==> src/rtl/dma_io_port_if.sv <==
// DMA I/O-channel bus between the DMA controller (master) and the
// peripheral-side I/O port (slave): request/acknowledge handshake,
// transfer strobes, terminal count and the 8-bit data bus DB.
interface dma_io_port_if #(
  parameter int DATA_W = 8
);
  logic              dreq;
  logic              dack;
  logic              read_io;
  logic              write_io;
  logic              eop;
  logic [DATA_W-1:0] db_in;
  logic [DATA_W-1:0] db_out;
  logic              db_oe;

  modport master (
    input  dreq, db_out, db_oe,
    output dack, read_io, write_io, eop, db_in
  );

  modport slave (
    output dreq, db_out, db_oe,
    input  dack, read_io, write_io, eop, db_in
  );
endinterface

==> src/rtl/dma_io_port.sv <==
// Peripheral-side DMA I/O port: a small FIFO between an I/O device and
// the DMA data bus. mode 00 moves device bytes onto DB (DMA reads the
// port), mode 01 moves DB bytes to the device (DMA writes the port),
// modes 10/11 leave the port idle. One byte per DACK pulse.
module dma_io_port #(
  parameter int DATA_W = 8,
  parameter int DEPTH  = 4,
  parameter int PTR_W  = 2
) (
  input  logic              clk,
  input  logic              rst_n,
  input  logic [1:0]        mode_io,
  input  logic              dev_wr_en,
  input  logic [DATA_W-1:0] dev_wr_data,
  input  logic              dev_rd_en,
  output logic [DATA_W-1:0] dev_rd_data,
  output logic              dev_full,
  output logic              dev_empty,
  dma_io_port_if.slave      dma,
  output logic [PTR_W:0]    count,
  output logic              done,
  output logic              overflow
);

  localparam logic [1:0]     MODE_IN   = 2'b00;  // I/O -> memory
  localparam logic [1:0]     MODE_OUT  = 2'b01;  // memory -> I/O
  localparam logic [PTR_W:0] CNT_FULL  = (PTR_W+1)'(DEPTH);
  localparam logic [PTR_W:0] CNT_ZERO  = '0;
  localparam logic [PTR_W-1:0] PTR_ONE = PTR_W'(1);

  typedef enum logic [1:0] {
    S_IDLE = 2'd0,
    S_REQ  = 2'd1,
    S_ACK  = 2'd2,
    S_DONE = 2'd3
  } state_t;

  state_t              r_state;
  state_t              w_state_nxt;
  logic [1:0]          r_mode_q;
  logic [PTR_W-1:0]    r_wptr;
  logic [PTR_W-1:0]    r_rptr;
  logic [PTR_W:0]      r_count;
  logic                r_overflow;
  logic [DATA_W-1:0]   r_mem [DEPTH];

  logic                w_mode_chg;
  logic                w_empty;
  logic                w_full;
  logic                w_want;
  logic                w_oe;
  logic                w_xfer_rd;
  logic                w_xfer_wr;
  logic                w_xfer;
  logic                w_pop;
  logic                w_push_req;
  logic                w_push;
  logic                w_ovf_set;
  logic [DATA_W-1:0]   w_push_data;
  logic                w_dreq;
  logic                w_done;

  assign w_mode_chg = (mode_io != r_mode_q);
  assign w_empty    = (r_count == CNT_ZERO);
  assign w_full     = (r_count == CNT_FULL);

  // A request is worth making when the FIFO can feed or accept a byte.
  assign w_want = ((r_mode_q == MODE_IN)  && !w_empty) ||
                  ((r_mode_q == MODE_OUT) && !w_full);

  // DB is driven for the whole DACK/read_io window, even if the FIFO is empty.
  assign w_oe      = dma.dack && dma.read_io && (r_mode_q == MODE_IN) && (r_state == S_REQ);
  assign w_xfer_rd = w_oe && !w_empty;
  assign w_xfer_wr = dma.dack && dma.write_io && (r_mode_q == MODE_OUT) &&
                     (r_state == S_REQ) && !w_full;
  assign w_xfer    = w_xfer_rd || w_xfer_wr;

  // Pops: DMA read in mode 00, device read in mode 01.
  assign w_pop = (r_mode_q == MODE_IN)  ? w_xfer_rd :
                 (r_mode_q == MODE_OUT) ? (dev_rd_en && !w_empty) : 1'b0;

  // Pushes: device write in mode 00, DMA write in mode 01. A simultaneous
  // pop frees the slot, so a full FIFO still accepts the push then.
  assign w_push_req  = (r_mode_q == MODE_IN)  ? dev_wr_en :
                       (r_mode_q == MODE_OUT) ? w_xfer_wr : 1'b0;
  assign w_push      = w_push_req && (!w_full || w_pop);
  assign w_ovf_set   = (r_mode_q == MODE_IN) && dev_wr_en && w_full && !w_pop;
  assign w_push_data = (r_mode_q == MODE_IN) ? dev_wr_data : dma.db_in;

  // FSM next state and handshake outputs.
  always_comb begin
    w_state_nxt = r_state;
    w_dreq      = 1'b0;
    w_done      = 1'b0;
    case (r_state)
      S_IDLE: begin
        if (w_want) w_state_nxt = S_REQ;
      end
      S_REQ: begin
        w_dreq = 1'b1;
        if (w_xfer)       w_state_nxt = dma.eop ? S_DONE : S_ACK;
        else if (!w_want) w_state_nxt = S_IDLE;
      end
      S_ACK: begin
        if (!dma.dack) w_state_nxt = S_IDLE;
      end
      S_DONE: begin
        w_done = 1'b1;
      end
      default: w_state_nxt = S_IDLE;
    endcase
    if (w_mode_chg) w_state_nxt = S_IDLE;
  end

  // FSM state register.
  always_ff @(posedge clk or negedge rst_n) begin
    if (!rst_n) r_state <= S_IDLE;
    else        r_state <= w_state_nxt;
  end

  // Mode tracking, FIFO pointers/occupancy and the sticky overflow flag;
  // a mode change flushes everything and discards that cycle's traffic.
  always_ff @(posedge clk or negedge rst_n) begin
    if (!rst_n) begin
      r_mode_q   <= MODE_IN;
      r_wptr     <= '0;
      r_rptr     <= '0;
      r_count    <= '0;
      r_overflow <= 1'b0;
    end else begin
      r_mode_q <= mode_io;
      if (w_mode_chg) begin
        r_wptr     <= '0;
        r_rptr     <= '0;
        r_count    <= '0;
        r_overflow <= 1'b0;
      end else begin
        if (w_push)    r_wptr     <= r_wptr + PTR_ONE;
        if (w_pop)     r_rptr     <= r_rptr + PTR_ONE;
        if (w_ovf_set) r_overflow <= 1'b1;
        r_count <= r_count + {{PTR_W{1'b0}}, w_push} - {{PTR_W{1'b0}}, w_pop};
      end
    end
  end

  // FIFO storage; contents need no reset since occupancy governs validity.
  always_ff @(posedge clk) begin
    if (w_push && !w_mode_chg) r_mem[r_wptr] <= w_push_data;
  end

  assign dev_rd_data = r_mem[r_rptr];
  assign dev_full    = w_full;
  assign dev_empty   = w_empty;
  assign count       = r_count;
  assign overflow    = r_overflow;
  assign done        = w_done;
  assign dma.dreq    = w_dreq;
  assign dma.db_oe   = w_oe;
  assign dma.db_out  = w_oe ? r_mem[r_rptr] : '0;

endmodule

==> src/flat_wrapper.sv <==
// flat-port wrapper written by rule: the top's interface ports become plain ports
module dma_io_port_flat 
#(
  parameter int DATA_W = 8,
  parameter int DEPTH  = 4,
  parameter int PTR_W  = 2
)
  (clk, rst_n, mode_io, dev_wr_en, dev_wr_data, dev_rd_en, dev_rd_data, dev_full, dev_empty, count, done, overflow, dma_dreq, dma_db_out, dma_db_oe, dma_dack, dma_read_io, dma_write_io, dma_eop, dma_db_in);
  dma_io_port_if #(.DATA_W(DATA_W)) dma_i ();
  input  logic clk;
  input  logic rst_n;
  input  logic [1:0] mode_io;
  input  logic dev_wr_en;
  input  logic [DATA_W-1:0] dev_wr_data;
  input  logic dev_rd_en;
  output logic [DATA_W-1:0] dev_rd_data;
  output logic dev_full;
  output logic dev_empty;
  output logic [PTR_W:0] count;
  output logic done;
  output logic overflow;
  output wire logic [$bits(dma_i.dreq)-1:0] dma_dreq;
  output wire logic [$bits(dma_i.db_out)-1:0] dma_db_out;
  output wire logic [$bits(dma_i.db_oe)-1:0] dma_db_oe;
  input wire logic [$bits(dma_i.dack)-1:0] dma_dack;
  input wire logic [$bits(dma_i.read_io)-1:0] dma_read_io;
  input wire logic [$bits(dma_i.write_io)-1:0] dma_write_io;
  input wire logic [$bits(dma_i.eop)-1:0] dma_eop;
  input wire logic [$bits(dma_i.db_in)-1:0] dma_db_in;
  assign dma_dreq = dma_i.dreq;
  assign dma_db_out = dma_i.db_out;
  assign dma_db_oe = dma_i.db_oe;
  assign dma_i.dack = dma_dack;
  assign dma_i.read_io = dma_read_io;
  assign dma_i.write_io = dma_write_io;
  assign dma_i.eop = dma_eop;
  assign dma_i.db_in = dma_db_in;
  dma_io_port #(.DATA_W(DATA_W), .DEPTH(DEPTH), .PTR_W(PTR_W)) u_core (.clk(clk), .rst_n(rst_n), .mode_io(mode_io), .dev_wr_en(dev_wr_en), .dev_wr_data(dev_wr_data), .dev_rd_en(dev_rd_en), .dev_rd_data(dev_rd_data), .dev_full(dev_full), .dev_empty(dev_empty), .dma(dma_i), .count(count), .done(done), .overflow(overflow));
endmodule
==> config.mk <==
export PLATFORM = sky130hd
export DESIGN_NAME = dma_io_port_flat
export DESIGN_NICKNAME = d
export VERILOG_FILES = /design/src/rtl/dma_io_port_if.sv /design/src/rtl/dma_io_port.sv /design/src/flat_wrapper.sv
export SDC_FILE = /design/constraint.sdc
export NUM_CORES = 1
export LEC_CHECK = 0
export ABC_AREA = 1
export BUFFER_PORTS_ARGS = -buffer_cell sky130_fd_sc_hd__buf_2
export CORE_ASPECT_RATIO = 0.5
export CORE_MARGIN = 1.5
export CORE_UTILIZATION = 53
export CTS_CLUSTER_DIAMETER = 150
export DETAILED_ROUTE_END_ITERATION = 16
export PLACE_DENSITY = 0.82
export SETUP_SLACK_MARGIN = 0.5
export SLEW_MARGIN = 20
export SYNTH_ARGS = -nofsm -noshare
export SYNTH_HDL_FRONTEND = slang
export SYNTH_SLANG_ARGS = --single-unit
==> constraint.sdc <==
create_clock -name clk -period 2.36 [get_ports clk]
set_clock_uncertainty 0.05 [all_clocks]
set_input_delay 0.236 -clock clk [delete_from_list [all_inputs] [get_ports clk]]
set_output_delay 0.236 -clock clk [all_outputs]
set_load 0.005 [all_outputs]
# Word level (Yosys, flattened, before mapping)
# Memories as Yosys holds them, arrays and structs flattened.
# Index checks and enable logic that the tools add are counted.
# W data, S select, Z words.
dict set report word_totals {
  memories 1
  mem_bits_rw 32
  out_inout_bits 25
  regBits 12
  input_bits 26
  elab_cells 75
}
# memory words width read_ports rd_clocked_by_memory_dff wr line
set memory_table {}
lappend memory_table {u_core.r_mem 4 8 1 0 1 dma_io_port.sv:45} ;# logic [DATA_W-1:0] r_mem [DEPTH];
dict set report classes {
  addsub 4
  mux 24
  eq_ne 9
  reduce_logical 31
}
# cell count
set op_table {}
lappend op_table {{$mux W2} 9}
lappend op_table {{$logic_and A1 B1 Y1} 16}
lappend op_table {{$mux W8} 2}
lappend op_table {{$mux W1} 11}
lappend op_table {{$pmux W2 S3} 1}
lappend op_table {{$reduce_bool A2 Y1} 3}
lappend op_table {{$add A2 B1 Y2 const B} 2}
lappend op_table {{$eq A2 B1 Y1 const B} 2}
lappend op_table {{$eq A2 B2 Y1 const B} 2}
lappend op_table {{$logic_not A1 Y1} 4}
lappend op_table {{$logic_not A2 Y1} 2}
lappend op_table {{$ne A4 B3 Y1 const B} 1}
lappend op_table {{$reduce_and A4 Y1} 1}
lappend op_table {{$reduce_bool A4 Y1} 1}
lappend op_table {{$add A3 B1 Y3} 1}
lappend op_table {{$eq A3 B3 Y1 const B} 1}
lappend op_table {{$logic_not A3 Y1} 1}
lappend op_table {{$logic_or A1 B1 Y1} 3}
lappend op_table {{$mux W3} 1}
lappend op_table {{$ne A3 B1 Y1 const B} 1}
lappend op_table {{$ne A3 B2 Y1 const B} 1}
lappend op_table {{$sub A3 B1 Y3} 1}
lappend op_table {{$ne A2 B2 Y1} 1}

# Longest topological paths before layout
# Gate-level depths: netlist (run 1).
dict set report logic_depth {
  ltp_word 10
  ltp_mapped 12
}

# Worst setup path after synthesis (run 1)
# No wires, ideal clock.
dict set report synth_timing {
  path_type {reg-to-reg}
  from {register u_core.r_state[1]}
  to {register u_core.r_count[2] (netlist: u_core.count[2])}
  path_buffers 0
  stages_incl_launch_ff 13
  arrival_time_ns 2.033
  setup_time_ns 0.125
  t_required_ns 2.185
  setup_slack_ns 0.153
  path_cell_list {dfrtp_1 inv_1 ha_1 nand3_1 nor2_4 nand2_4 nand2_1 ha_1 inv_1 ha_1 fa_1 o21ai_0 a21oi_1}
}
dict set report synth_via {
  elab_chain_len 9
  word_cells_on_any_way 13
  cone_classes {add/sub: 2; eq/ne: 1; mux: 4; reduce/logical: 6}
}
# element line
set synth_lines {}
lappend synth_lines {{start, declared} dma_io_port.sv:38} ;# state_t r_state;
lappend synth_lines {{start signal, assigned} dma_io_port.sv:118} ;# else r_state <= w_state_nxt;
lappend synth_lines {{$eq A2 B1 Y1 (*)} dma_io_port.sv:72} ;# assign w_oe = dma.dack && dma.read_io && (r_mode_q == MODE_IN) && (r_state == S_REQ);
lappend synth_lines {{$logic_and A1 B1 Y1 (*)} dma_io_port.sv:72}
lappend synth_lines {{net dma_db_oe} flat_wrapper.sv:24} ;# output wire logic [$bits(dma_i.db_oe)-1:0] dma_db_oe;
lappend synth_lines {{$logic_and A1 B1 Y1 (*)} dma_io_port.sv:73} ;# assign w_xfer_rd = w_oe && !w_empty;
lappend synth_lines {{$mux W1 (*)} dma_io_port.sv:79} ;# assign w_pop = (r_mode_q == MODE_IN) ? w_xfer_rd :
lappend synth_lines {{$logic_or A1 B1 Y1} dma_io_port.sv:86} ;# assign w_push = w_push_req && (!w_full || w_pop);
lappend synth_lines {{$logic_and A1 B1 Y1} dma_io_port.sv:86}
lappend synth_lines {{$add A3 B1 Y3} dma_io_port.sv:141} ;# r_count <= r_count + {{PTR_W{1'b0}}, w_push} - {{PTR_W{1'b0}}, w_pop};
lappend synth_lines {{$sub A3 B1 Y3 (*)} dma_io_port.sv:141}
lappend synth_lines {{$mux W3 (*)} dma_io_port.sv:132} ;# if (w_mode_chg) begin
lappend synth_lines {{end signal, assigned} dma_io_port.sv:141}
lappend synth_lines {{end, declared} dma_io_port.sv:43} ;# logic [PTR_W:0] r_count;
# Mark *: on every way through the listed nets, which the timed path passes. The rest lies on a longest branch.
# A chain may end at the register's enable or synchronous reset.

# Worst setup path after layout (run 1)
dict set report layout_timing {
  from {register u_core.r_state[0]}
  to {register u_core.r_count[1] (netlist: u_core.count[1])}
}
dict set report layout_via {
  elab_chain_len 9
  word_cells_on_any_way 13
  cone_classes {add/sub: 2; eq/ne: 1; mux: 4; reduce/logical: 6}
}
# element line
set layout_lines {}
lappend layout_lines {{$eq A2 B1 Y1 (*)} {dma_io_port.sv:72, dma_io_port.sv:75}}
lappend layout_lines {{$logic_and A1 B1 Y1, on equally long branches} {dma_io_port.sv:74, dma_io_port.sv:72}}
lappend layout_lines {{$logic_and A1 B1 Y1, on equally long branches} {dma_io_port.sv:75, dma_io_port.sv:73}}
lappend layout_lines {{$mux W1, on equally long branches} {dma_io_port.sv:85, dma_io_port.sv:79}}
lappend layout_lines {{$mux W1 or $logic_or A1 B1 Y1 (tied branches)} {dma_io_port.sv:84, dma_io_port.sv:86}}
lappend layout_lines {{$logic_and A1 B1 Y1} dma_io_port.sv:86}
lappend layout_lines {{$add A3 B1 Y3} dma_io_port.sv:141}
lappend layout_lines {{$sub A3 B1 Y3 (*)} dma_io_port.sv:141}
lappend layout_lines {{$mux W3 (*)} dma_io_port.sv:132}
# Mark *: on every way between the ends. The rest lies on a longest branch, timed or not.

==> run_results.csv, run 1 <==
group,metric,value,unit
synth,synth.distinct_cells,26,
worst_setup_path,reg2reg_slack,0.22,ns
detailed_routing,drt_iter0_markers,141,
floorplan,dieArea,4660,um2
synth,synth_cells,240,
worst_setup_path,worstSetupEndpointType,"flop",
worst_setup_path,worstSetupPathDepth,11,
worst_setup_path,worst-path-buf-inv,2,
floorplan,die_w,95.0,um
synth,yosys-top-cells-area,"edfxtp_1 (43%), dfrtp_1 (13%), nand2_1 (9.5%)",
floorplan,io_pins,51,
synth,netlist_area,2240,um2
global_route,gr-usage-all-layers,25.3,%
worst_setup_path,critical_path_class,"flop to flop",
timing,setup-tns-final,0,ns
hold_path,hold_path_class,"input pin to flop",
synth,yosys_warnings,0,
worst_setup_path,startpoint_type,"flop",
detailed_routing,drc_errors,0,
timing,fin_ws,0.216,ns
worst_setup_path,worstReg2RegStart,"u_core.r_state[0]",
clock_network,cts_tree,"built",
power_and_ir_drop,power_leakage,1.34,nW
timing,maxSlewViolCount,0,
synth,synth_top_area_share,42.8,%
timing,setup_viol,0,
power_and_ir_drop,power.total,1.66,mW
worst_setup_path,cp_top_family,"adder cells",
power_and_ir_drop,peakVddDrop,0.289,mV
place,placedInstanceArea,2630,um2
floorplan,core_area,3980,um2
floorplan,std_cell_rows,16,
place,dpl.hpwl,3430,um
detailed_routing,first_pass_iters,4,
global_route,grt_overflow,0,
power_and_ir_drop,powerDensity,558,nW/um2
clock_network,cts-buffers-inserted,5,
global_route,grt_pass1_wl,8690,um
layout,final_area,2980,um2
clock_network,clock_path_buffers,2,
timing,hold_slack,0.00597,ns
worst_setup_path,timing.rr.end,"u_core.count[1]",
worst_setup_path,cp_slowest_stage_delay,0.53,ns
clock_network,cts-root-buf,"clkbuf_8",
run,max_cap_violations,0,
layout,postLayoutCoreUtil,74.7,%
worst_setup_path,cp_common_cell,"ha_4",
worst_setup_path,crit_path_top_delay_cell,"fa_2",
place,post-place-ws,0.206,ns
timing,rsz0062_at_grt,"true",
timing,slew-limit-headroom,74.8,%
place,routabilityCongestion,0.813,
worst_setup_path,cp.arrival,2.33,ns
worst_setup_path,worstSetupStartpoint,"u_core.r_state[0]",
clock_network,clock_sinks,44,
layout,final_common_cell,"nand2_1",
floorplan,initial_core_util,56.3,%
detailed_routing,wl,5740,um
clock_network,htreeDepth,2,
floorplan,fp.dieH,49.0,um
clock_network,clk-insertion-delay-late,0.31,ns
synth,synth_top_cell_by_area,"edfxtp_1",
detailed_routing,route.vias.total,1926,
clock_network,path_clk_slew,0.09,ns
timing,fin_crit,2.14,ns
global_route,grt_pass1_vias,1824,
synth,yosysSeqAreaShare,56.2,%
timing,hold_viol_final,0,
layout,diodes,0,
status,status,"completed",
worst_setup_path,crit_path_end,"u_core.count[1]",
detailed_routing,wl_per_cell,15.5,um
detailed_routing,ant_nets,0,
timing,post-route-period-util,90.8,%
worst_setup_path,r2r_cells,11,
worst_setup_path,cp_max_fo,4,
layout,drive_above_1_share,38.3,%
layout,fin_nets,352,
layout,area_growth,32.6,%
layout,fin_cells,370,
timing,fmax,0.466,GHz
worst_setup_path,worstPathRequired,2.55,ns
place,dp.cells,345,
timing,worstMarginPinSlew,0.378,ns
synth,avgSynthCellArea,9.35,um2
global_route,antenna_found_initial,0,
worst_setup_path,critical_path.cell_chain,"ha_4 -> nand3_4 -> nor2_4 -> nand2_4 -> nand2_4 -> ha_4 -> inv_2 -> ha_4 -> fa_2 -> inv_2 -> nor2_2",
global_route,grt_max_degree,18,
detailed_routing,vias_per_cell,5.21,
synth,syn_nets,277,
place,port_buffers,50,
synth,synth_seq_cells,44,
layout,final_cell_mix,"nand2_1 (55), buf_2 (50), nor2_1 (35)",
## sequential cells by signal, summed over array words and instances, names as in the netlist
signal,flops
u_core.count,3
u_core.overflow,1
u_core.r_mem,32
u_core.r_mode_q,2
u_core.r_rptr,2
u_core.r_state,2
u_core.r_wptr,2
## power by group
| part | internal, mW | switching, mW | total [mW] |
|---|---|---|---|
| registers | 0.846 | 0.00891 | 0.855 |
| clock network | 0.319 | 0.291 | 0.610 |
| logic | 0.0802 | 0.116 | 0.196 |
## worst reg2reg max path, stage by stage, from the launching register on
cell	delay [ns]
dfrtp_2	0.44
ha_4	0.19
nand3_4	0.07
nor2_4	0.05
nand2_4	0.09
nand2_4	0.06
ha_4	0.26
inv_2	0.04
ha_4	0.14
fa_2	0.53
inv_2	0.04
nor2_2	0.12
## layer usage
metal / global-route usage, % / vias to the layer above / part of all wire (%) / routed length [um]
met4: 8.21 / 0 / 2.0 / 113
met2: 45.4 / 70 / 52 / 2970
li1: - / 931 / - / -
met3: 7.01 / 11 / 6.6 / 379
met1: 29.4 / 914 / 40 / 2280
met5: 0 / - / 0 / 0
## logic make-up (layout without fill, tap and decap cells)
logic type / count (synthesis) / count (layout) / synth area share, %
fa+ha+maj: 11 / 11 / 6.47
xor+xnor: 3 / 3 / 1.17
compound gates: 34 / 34 / 7.75
buf+inv: 32 / 108 / 6.02
simple gates: 116 / 116 / 22.4
flops: 44 / 44 / 56.2
## how the worst min path moves through the flow
| stage | endpoint | slack, ns | depth (start not counted) | startpoint |
|---|---|---|---|---|
| after floorplan | u_core.count[0] | -0.11 | 0 | rst_n |
| after global placement | u_core.r_state[1] | 0.08 | 1 | rst_n |
| after detailed placement | u_core.r_state[0] | 0.09 | 1 | rst_n |
| after CTS | u_core.r_mode_q[0] | 0.01 | 1 | mode_io[0] |
| after global routing | u_core.r_mode_q[0] | 0.01 | 1 | mode_io[0] |
| final | u_core.r_mode_q[0] | 0.006 | 1 | mode_io[0] |
## cells in the mapped netlist, drive strengths merged
cell type	instances
nor2	44
nand3b	1
ha	10
a21oi	11
o21a	1
o21ai	21
clkbuf	1
fa	1
xnor2	3
or2	1
nand3	9
a31oi	1
clkinv	1
edfxtp	32
buf	3
dfrtp	12
inv	27
nand2	61
## final cells by class
| class | instances | area [um2] |
|---|---|---|
| Timing Repair Buffer | 70 | 425 |
| Fill cell | 259 | 1010 |
| Inverter | 28 | 115 |
| Multi-Input combinational cell | 164 | 971 |
| Clock inverter | 3 | 47.5 |
| Timing Repair inverter | 2 | 15.0 |
| Clock buffer | 5 | 68.8 |
| Sequential cell | 44 | 1260 |
| Tap cell | 54 | 67.6 |
## timing repair
action / 4_1_cts / 5_1_grt
gates cloned: 0 / 2
setup endpoints to repair: 50 / 50
pin swaps: 6 / 6
setup buffers: 6 / 8
hold endpoints to repair: 12 / 0
gates resized for setup: 19 / 19
hold buffers: 1 / 0
Power figures use the tool's default switching activity.
==> inputs of run 2 (changes only) <==
ABC_AREA = unset   (was 1)
==> run 2 against run 1 <==
- the run now ends with negative setup slack left
- clock power fell by 5.1%
- non-clock buffer count rose by 8
- clock-buffer cell count did not move
- register-to-register slack got worse by 0.34 ns
- synthesized area fell by 2.7%
- final area fell by 1.5%
- power fell by 5.1%
- synthesized cell count fell by 38%
- wire length fell by 18%
- critical path type unchanged
- critical endpoint is now u_core.count[2]
==> run_results.csv, run 2 <==
group,metric,value,unit
synth,synth_ff_type,"edfxtp_1",
worst_setup_path,r2r_cells,12,
power_and_ir_drop,pwr-share-seq,53.8,%
floorplan,std_cell_rows,16,
power_and_ir_drop,p_clk_share,36.7,%
layout,largest_reg_flops,32,
layout,drive_above_1_share,56.3,%
global_route,grt_max_degree,15,
floorplan,fp.dieH,48.4,um
floorplan,initial_core_util,55.6,%
layout,final_common_cell,"buf_2",
timing,worstMarginPinSlew,0.469,ns
layout,area_growth,34.2,%
clock_network,cts-buffers-inserted,5,
global_route,grt_pass1_vias,1417,
floorplan,io_pins,51,
place,placedInstanceArea,2620,um2
timing,slew-limit-headroom,68.7,%
synth,synth.most_common_cell,"edfxtp_1",
timing,fin_crit,2.49,ns
detailed_routing,wl_per_cell,16.6,um
timing,fin_ws,-0.127,ns
timing,maxSlewViolCount,0,
layout,largest-register,"u_core.r_mem",
clock_network,clock_path_buffers,2,
worst_setup_path,startpoint_type,"flop",
synth,netlist_area,2180,um2
floorplan,core_area,3920,um2
run,max_cap_violations,0,
worst_setup_path,worstPathRequired,2.50,ns
synth,yosysSeqAreaShare,57.8,%
worst_setup_path,cp_max_fo,2,
clock_network,path_clk_slew,0.09,ns
synth,synth_seq_cells,44,
floorplan,dieArea,4540,um2
synth,synth_top_cell_by_area,"edfxtp_1",
global_route,grt_overflow,0,
status,status,"finished, violations left",
worst_setup_path,timing.rr.end,"u_core.count[2]",
detailed_routing,vias_per_cell,5.23,
detailed_routing,first_pass_iters,4,
clock_network,clock_sinks,44,
power_and_ir_drop,switchingPower,0.346,mW
worst_setup_path,critical_path_class,"flop to flop",
clock_network,clk-insertion-delay-late,0.30,ns
synth,async_reset_ff_share,27.3,%
global_route,grt_pass1_wl,7130,um
global_route,gr-usage-all-layers,21.6,%
timing,hold_slack,0.0194,ns
synth,synth_edf_count,32,
hold_path,hold_path_class,"input pin to flop",
detailed_routing,ant_nets,0,
status,violations,"negative setup slack",
global_route,antenna_found_initial,0,
clock_network,cts_tree,"built",
timing,rsz0062_at_grt,"true",
worst_setup_path,worstSetupStartpoint,"u_core.r_state[1]",
layout,diodes,0,
power_and_ir_drop,peakVddDrop,0.324,mV
synth,yosys-top-cells-area,"edfxtp_1 (44%), dfrtp_1 (14%), mux4_2 (8.3%)",
place,routabilityCongestion,0.830,
detailed_routing,drt_iter0_markers,74,
power_and_ir_drop,internal_power,1.23,mW
worst_setup_path,crit_path_end,"u_core.count[2]",
detailed_routing,drc_errors,0,
synth,synth_cells,150,
power_and_ir_drop,powerDensity,538,nW/um2
worst_setup_path,cp.arrival,2.63,ns
worst_setup_path,worstReg2RegStart,"u_core.r_state[1]",
layout,final_cell_mix,"buf_2 (49), edfxtp_1 (32), buf_4 (20)",
detailed_routing,route.vias.total,1491,
place,dpl.hpwl,3080,um
synth,syn_nets,187,
timing,fmax,0.402,GHz
synth,yosys_warnings,0,
power_and_ir_drop,p_sw_share,22.0,%
power_and_ir_drop,pwr-share-comb,9.5,%
worst_setup_path,worstSetupEndpointType,"flop",
power_and_ir_drop,power_leakage,1.21,nW
detailed_routing,wl,4730,um
clock_network,htreeDepth,2,
timing,setup_viol,39,
timing,post-route-period-util,105,%
synth,synth_common_cells,"edfxtp_1 (32), and2_1 (13), dfrtp_1 (12), ha_1 (10), inv_1 (10)",
timing,hold_viol_final,0,
floorplan,die_w,93.8,um
synth,synth_top_area_share,44.0,%
worst_setup_path,reg2reg_slack,-0.13,ns
synth,avgSynthCellArea,14.6,um2
synth,synth.distinct_cells,36,
layout,fin_nets,267,
place,port_buffers,50,
clock_network,cts-root-buf,"clkbuf_8",
layout,final_area,2930,um2
## run 2: cell count changes after synthesis, moves of 8 or more
cell | before | now
mux4_2 | 0 | 8
inv_1 | 22 | 10
nor2_1 | 42 | 9
nand2_1 | 57 | 5
a21oi_1 | 11 | 2
o21ai_0 | 21 | 4
and2_1 | 0 | 13
mux2_2 | 0 | 8
## run 2: cell families after synthesis
kind of cell / count (synthesis) / synth area share [%]
AND/OR/NAND/NOR: 44 / 13.0
flip-flops: 44 / 57.8
multiplexers: 18 / 13.3
buffers and inverters: 15 / 3.21
AO/OA/AOI/OAI: 11 / 3.32
adder cells (fa/ha/maj): 11 / 6.65
XOR/XNOR: 7 / 2.81
## run 2: critical path: stages (launching register included)
cell and delay, ns:
dfrtp_1 0.40, inv_2 0.08, ha_4 0.12, or3b_4 0.38
o21ai_2 0.11, nor3b_4 0.22, ha_1 0.17, inv_2 0.04
ha_4 0.14, fa_2 0.35, xnor2_2 0.14, xnor2_1 0.13
nor2_1 0.05
## run 2: through the flow
stage / setup TNS, ns / power, mW / setup WS (ns) / util [%] / cells
after floorplan: -0.422 / 0.938 / -0.222 / - / 150
after global placement: -0.153 / 0.993 / -0.0895 / 66.7 / 264
after detailed placement: -0.287 / 1.00 / -0.150 / 66.7 / 264
after CTS: -0.213 / 1.57 / -0.125 / 71.1 / 276
after global routing: -3.42 / 1.63 / -0.238 / 74.7 / 285
final: -0.788 / 1.58 / -0.127 / 74.7 / 285
## run 2: worst min-delay path by stage
stage / end / from / cells past startpoint / slack (ns)
finish: u_core.r_mode_q[0] / mode_io[0] / 1 / 0.02
global route: u_core.r_mode_q[0] / mode_io[0] / 1 / 0.006
CTS: u_core.r_mode_q[0] / mode_io[0] / 1 / 0.01
detailed placement: u_core.r_state[0] / rst_n / 1 / 0.09
global placement: u_core.r_state[1] / rst_n / 1 / 0.08
floorplan: u_core.count[0] / rst_n / 0 / -0.11
## run 2: timing repair
item,4_1_cts,5_1_grt
hold buffers,1,0
pin swaps,4,6
setup endpoints to repair,58,59
setup buffers,3,8
endpoints found under the hold margin,12,0
resized for setup,8,20
gates cloned,0,1
## run 2: layer usage
metal,track usage [%],wire [um],vias up
li1,-,-,708
met1,28.2,2050,744
met2,36.1,2500,39
met3,5.35,180,0
met4,6.47,0,0
met5,0,0,-
## run 2: power by group through the flow
stage / registers [mW] / logic (mW) / clock network (mW)
6_report: 0.848 / 0.150 / 0.579
5_1_grt: 0.849 / 0.163 / 0.621
4_1_cts: 0.847 / 0.141 / 0.584
3_5_place_dp: 0.864 / 0.137 / 0
3_3_place_gp: 0.863 / 0.130 / 0
2_1_floorplan: 0.863 / 0.0752 / 0
## run 2: cell type report
class	instances	area, um2
clock buffers	5	68.8
clock inverters	3	42.5
fillers	249	993
inverters	10	37.5
multi-input cells	91	953
flip-flops and latches	44	1260
well taps	54	67.6
repair buffers	78	495
==> inputs of run 3 (changes only) <==
SETUP_SLACK_MARGIN = unset   (was 0.5)
==> run 3 against run 2 <==
- register-to-register slack is essentially flat
- hold slack lost 0.0016 ns
- flip-flop and latch count is the same
- critical endpoint unchanged
- die area is the same
- core utilization shrank 2.8 points
- wire length shrank 12%
- via count shrank 3.0%
- the run still ends with negative setup slack left
- sequential share of layout area grew 1.6 points
==> run_results.csv, run 3 (synthesis results as in run 2) <==
group,metric,value,unit
worst_setup_path,worstPathRequired,2.50,ns
floorplan,dieArea,4540,um2
worst_setup_path,worstSetupEndpointType,"flop",
power_and_ir_drop,pwr-share-comb,9.6,%
global_route,antenna_found_initial,0,
power_and_ir_drop,peakVddDrop,0.242,mV
layout,fin_nets,264,
clock_network,htreeDepth,2,
global_route,grt_pass1_vias,1469,
hold_path,hold_path_depth,1,
global_route,grt_max_degree,15,
place,placedInstanceArea,2670,um2
clock_network,cts-buffers-inserted,5,
worst_setup_path,timing.rr.end,"u_core.count[2]",
hold_path,min_to,"u_core.r_mode_q[0]",
clock_network,clock_path_buffers,2,
floorplan,die_w,93.8,um
worst_setup_path,worstReg2RegStart,"u_core.r_state[1]",
floorplan,fp.dieH,48.4,um
timing,setup-tns-final,-0.203,ns
power_and_ir_drop,internal_power,1.12,mW
timing,hold_viol_final,0,
detailed_routing,vias_per_cell,5.13,
power_and_ir_drop,power_leakage,1.17,nW
layout,largest_reg_flops,32,
clock_network,clock_sinks,44,
timing,rsz0062_at_grt,"true",
layout,final_common_cell,"buf_2",
timing,hold_slack,0.0178,ns
detailed_routing,wl_per_cell,14.8,um
power_and_ir_drop,power.total,1.45,mW
worst_setup_path,cp.arrival,2.61,ns
power_and_ir_drop,switchingPower,0.332,mW
global_route,gr-usage-all-layers,20.2,%
hold_path,hp-start,"mode_io[0]",
clock_network,cts-root-buf,"clkbuf_8",
worst_setup_path,critical_path_class,"flop to flop",
clock_network,cts_tree,"built",
timing,fin_ws,-0.115,ns
clock_network,clk-insertion-delay-late,0.29,ns
layout,largest-register,"u_core.r_mem",
floorplan,std_cell_rows,16,
layout,multiInputGateArea,887,um2
place,dp.cells,269,
floorplan,io_pins,51,
timing,maxSlewViolCount,0,
status,status,"finished, violations left",
place,port_buffers,50,
power_and_ir_drop,powerDensity,514,nW/um2
timing,post-route-period-util,105,%
layout,regArea,1260,um2
global_route,grt_overflow,0,
floorplan,core_area,3920,um2
detailed_routing,route.vias.total,1447,
floorplan,initial_core_util,55.6,%
worst_setup_path,startpoint_type,"flop",
place,dpl.hpwl,3050,um
layout,num-fill-cells,277,
timing,fin_crit,2.48,ns
detailed_routing,drt_iter0_markers,56,
timing,slew-limit-headroom,56.9,%
layout,final_area,2820,um2
detailed_routing,ant_nets,0,
detailed_routing,first_pass_iters,4,
layout,final_cell_mix,"buf_2 (50), edfxtp_1 (32), buf_4 (21)",
worst_setup_path,reg2reg_slack,-0.12,ns
hold_path,hold_path_class,"input pin to flop",
layout,drive_above_1_share,49.1,%
layout,diodes,0,
layout,fin_cells,282,
timing,worstMarginPinSlew,0.646,ns
worst_setup_path,r2r_cells,12,
layout,area_growth,29.1,%
status,violations,"negative setup slack",
run,max_cap_violations,0,
detailed_routing,wl,4160,um
place,routabilityCongestion,0.874,
clock_network,path_clk_slew,0.08,ns
timing,fmax,0.404,GHz
worst_setup_path,cp_max_fo,2,
detailed_routing,drc_errors,0,
timing,setup_viol,2,
power_and_ir_drop,pwr-share-seq,58.5,%
power_and_ir_drop,p_sw_share,23.0,%
power_and_ir_drop,p_clk_share,31.9,%
global_route,grt_pass1_wl,6890,um
-- run 3: stage by stage --
step,utilization [%],worst slack (ns)
after floorplan,-,-0.233
after global placement,68.1,-0.104
after detailed placement,68.1,-0.205
after CTS,71.4,-0.135
after global routing,71.8,-0.262
final,71.8,-0.115
-- run 3: worst max path at each step --
stage,from,end,slack [ns],depth (start not counted)
finish,u_core.r_state[1],u_core.count[2],-0.12,12
global route,u_core.r_state[1],u_core.count[2],-0.26,12
floorplan,u_core.r_state[1],u_core.count[1],-0.23,10
global placement,u_core.r_state[1],u_core.count[2],-0.10,12
CTS,u_core.r_state[1],u_core.count[1],-0.14,10
detailed placement,u_core.r_state[1],u_core.count[1],-0.21,10
-- run 3: final cells by class --
class / count / share of cell area (%)
multi-input cells: 91 / 31.5
clock buffers: 5 / 2.44
flip-flops and latches: 44 / 44.7
well taps: 54 / 2.40
clock inverters: 3 / 0.666
inverters: 10 / 1.33
repair buffers: 75 / 17.0
-- run 3: layer usage --
metal  track usage (%)  wire length (um)  vias up
met1              26.6              1890      709
li1                  -                 -      699
met2              33.9              2100       35
met4              6.22                30        0
met5                 0                 0        -
met3              4.25               146        4
-- run 3: critical path: stages (launching register included) --
cell and delay (ns):
dfrtp_1 0.39, inv_2 0.07, ha_4 0.12, or3b_4 0.38
o21ai_2 0.12, nor3b_4 0.21, ha_1 0.16, inv_2 0.04
ha_4 0.14, fa_2 0.35, xnor2_2 0.14, xnor2_1 0.14
nor2_1 0.06
-- run 3: repair_timing --
action,4_1_cts,5_1_grt
endpoints found under the setup margin,2,2
pin swaps,2,0
hold endpoints to repair,12,0
gates resized for setup,2,2
setup buffers,3,1
hold buffers,1,0
-- run 3: power by group through the flow --
stage | sequential [mW] | clock, mW | combinational (mW)
3_3_place_gp | 0.864 | 0 | 0.129
5_1_grt | 0.848 | 0.513 | 0.152
3_5_place_dp | 0.864 | 0 | 0.135
4_1_cts | 0.847 | 0.476 | 0.138
2_1_floorplan | 0.863 | 0 | 0.0732
6_report | 0.848 | 0.462 | 0.138
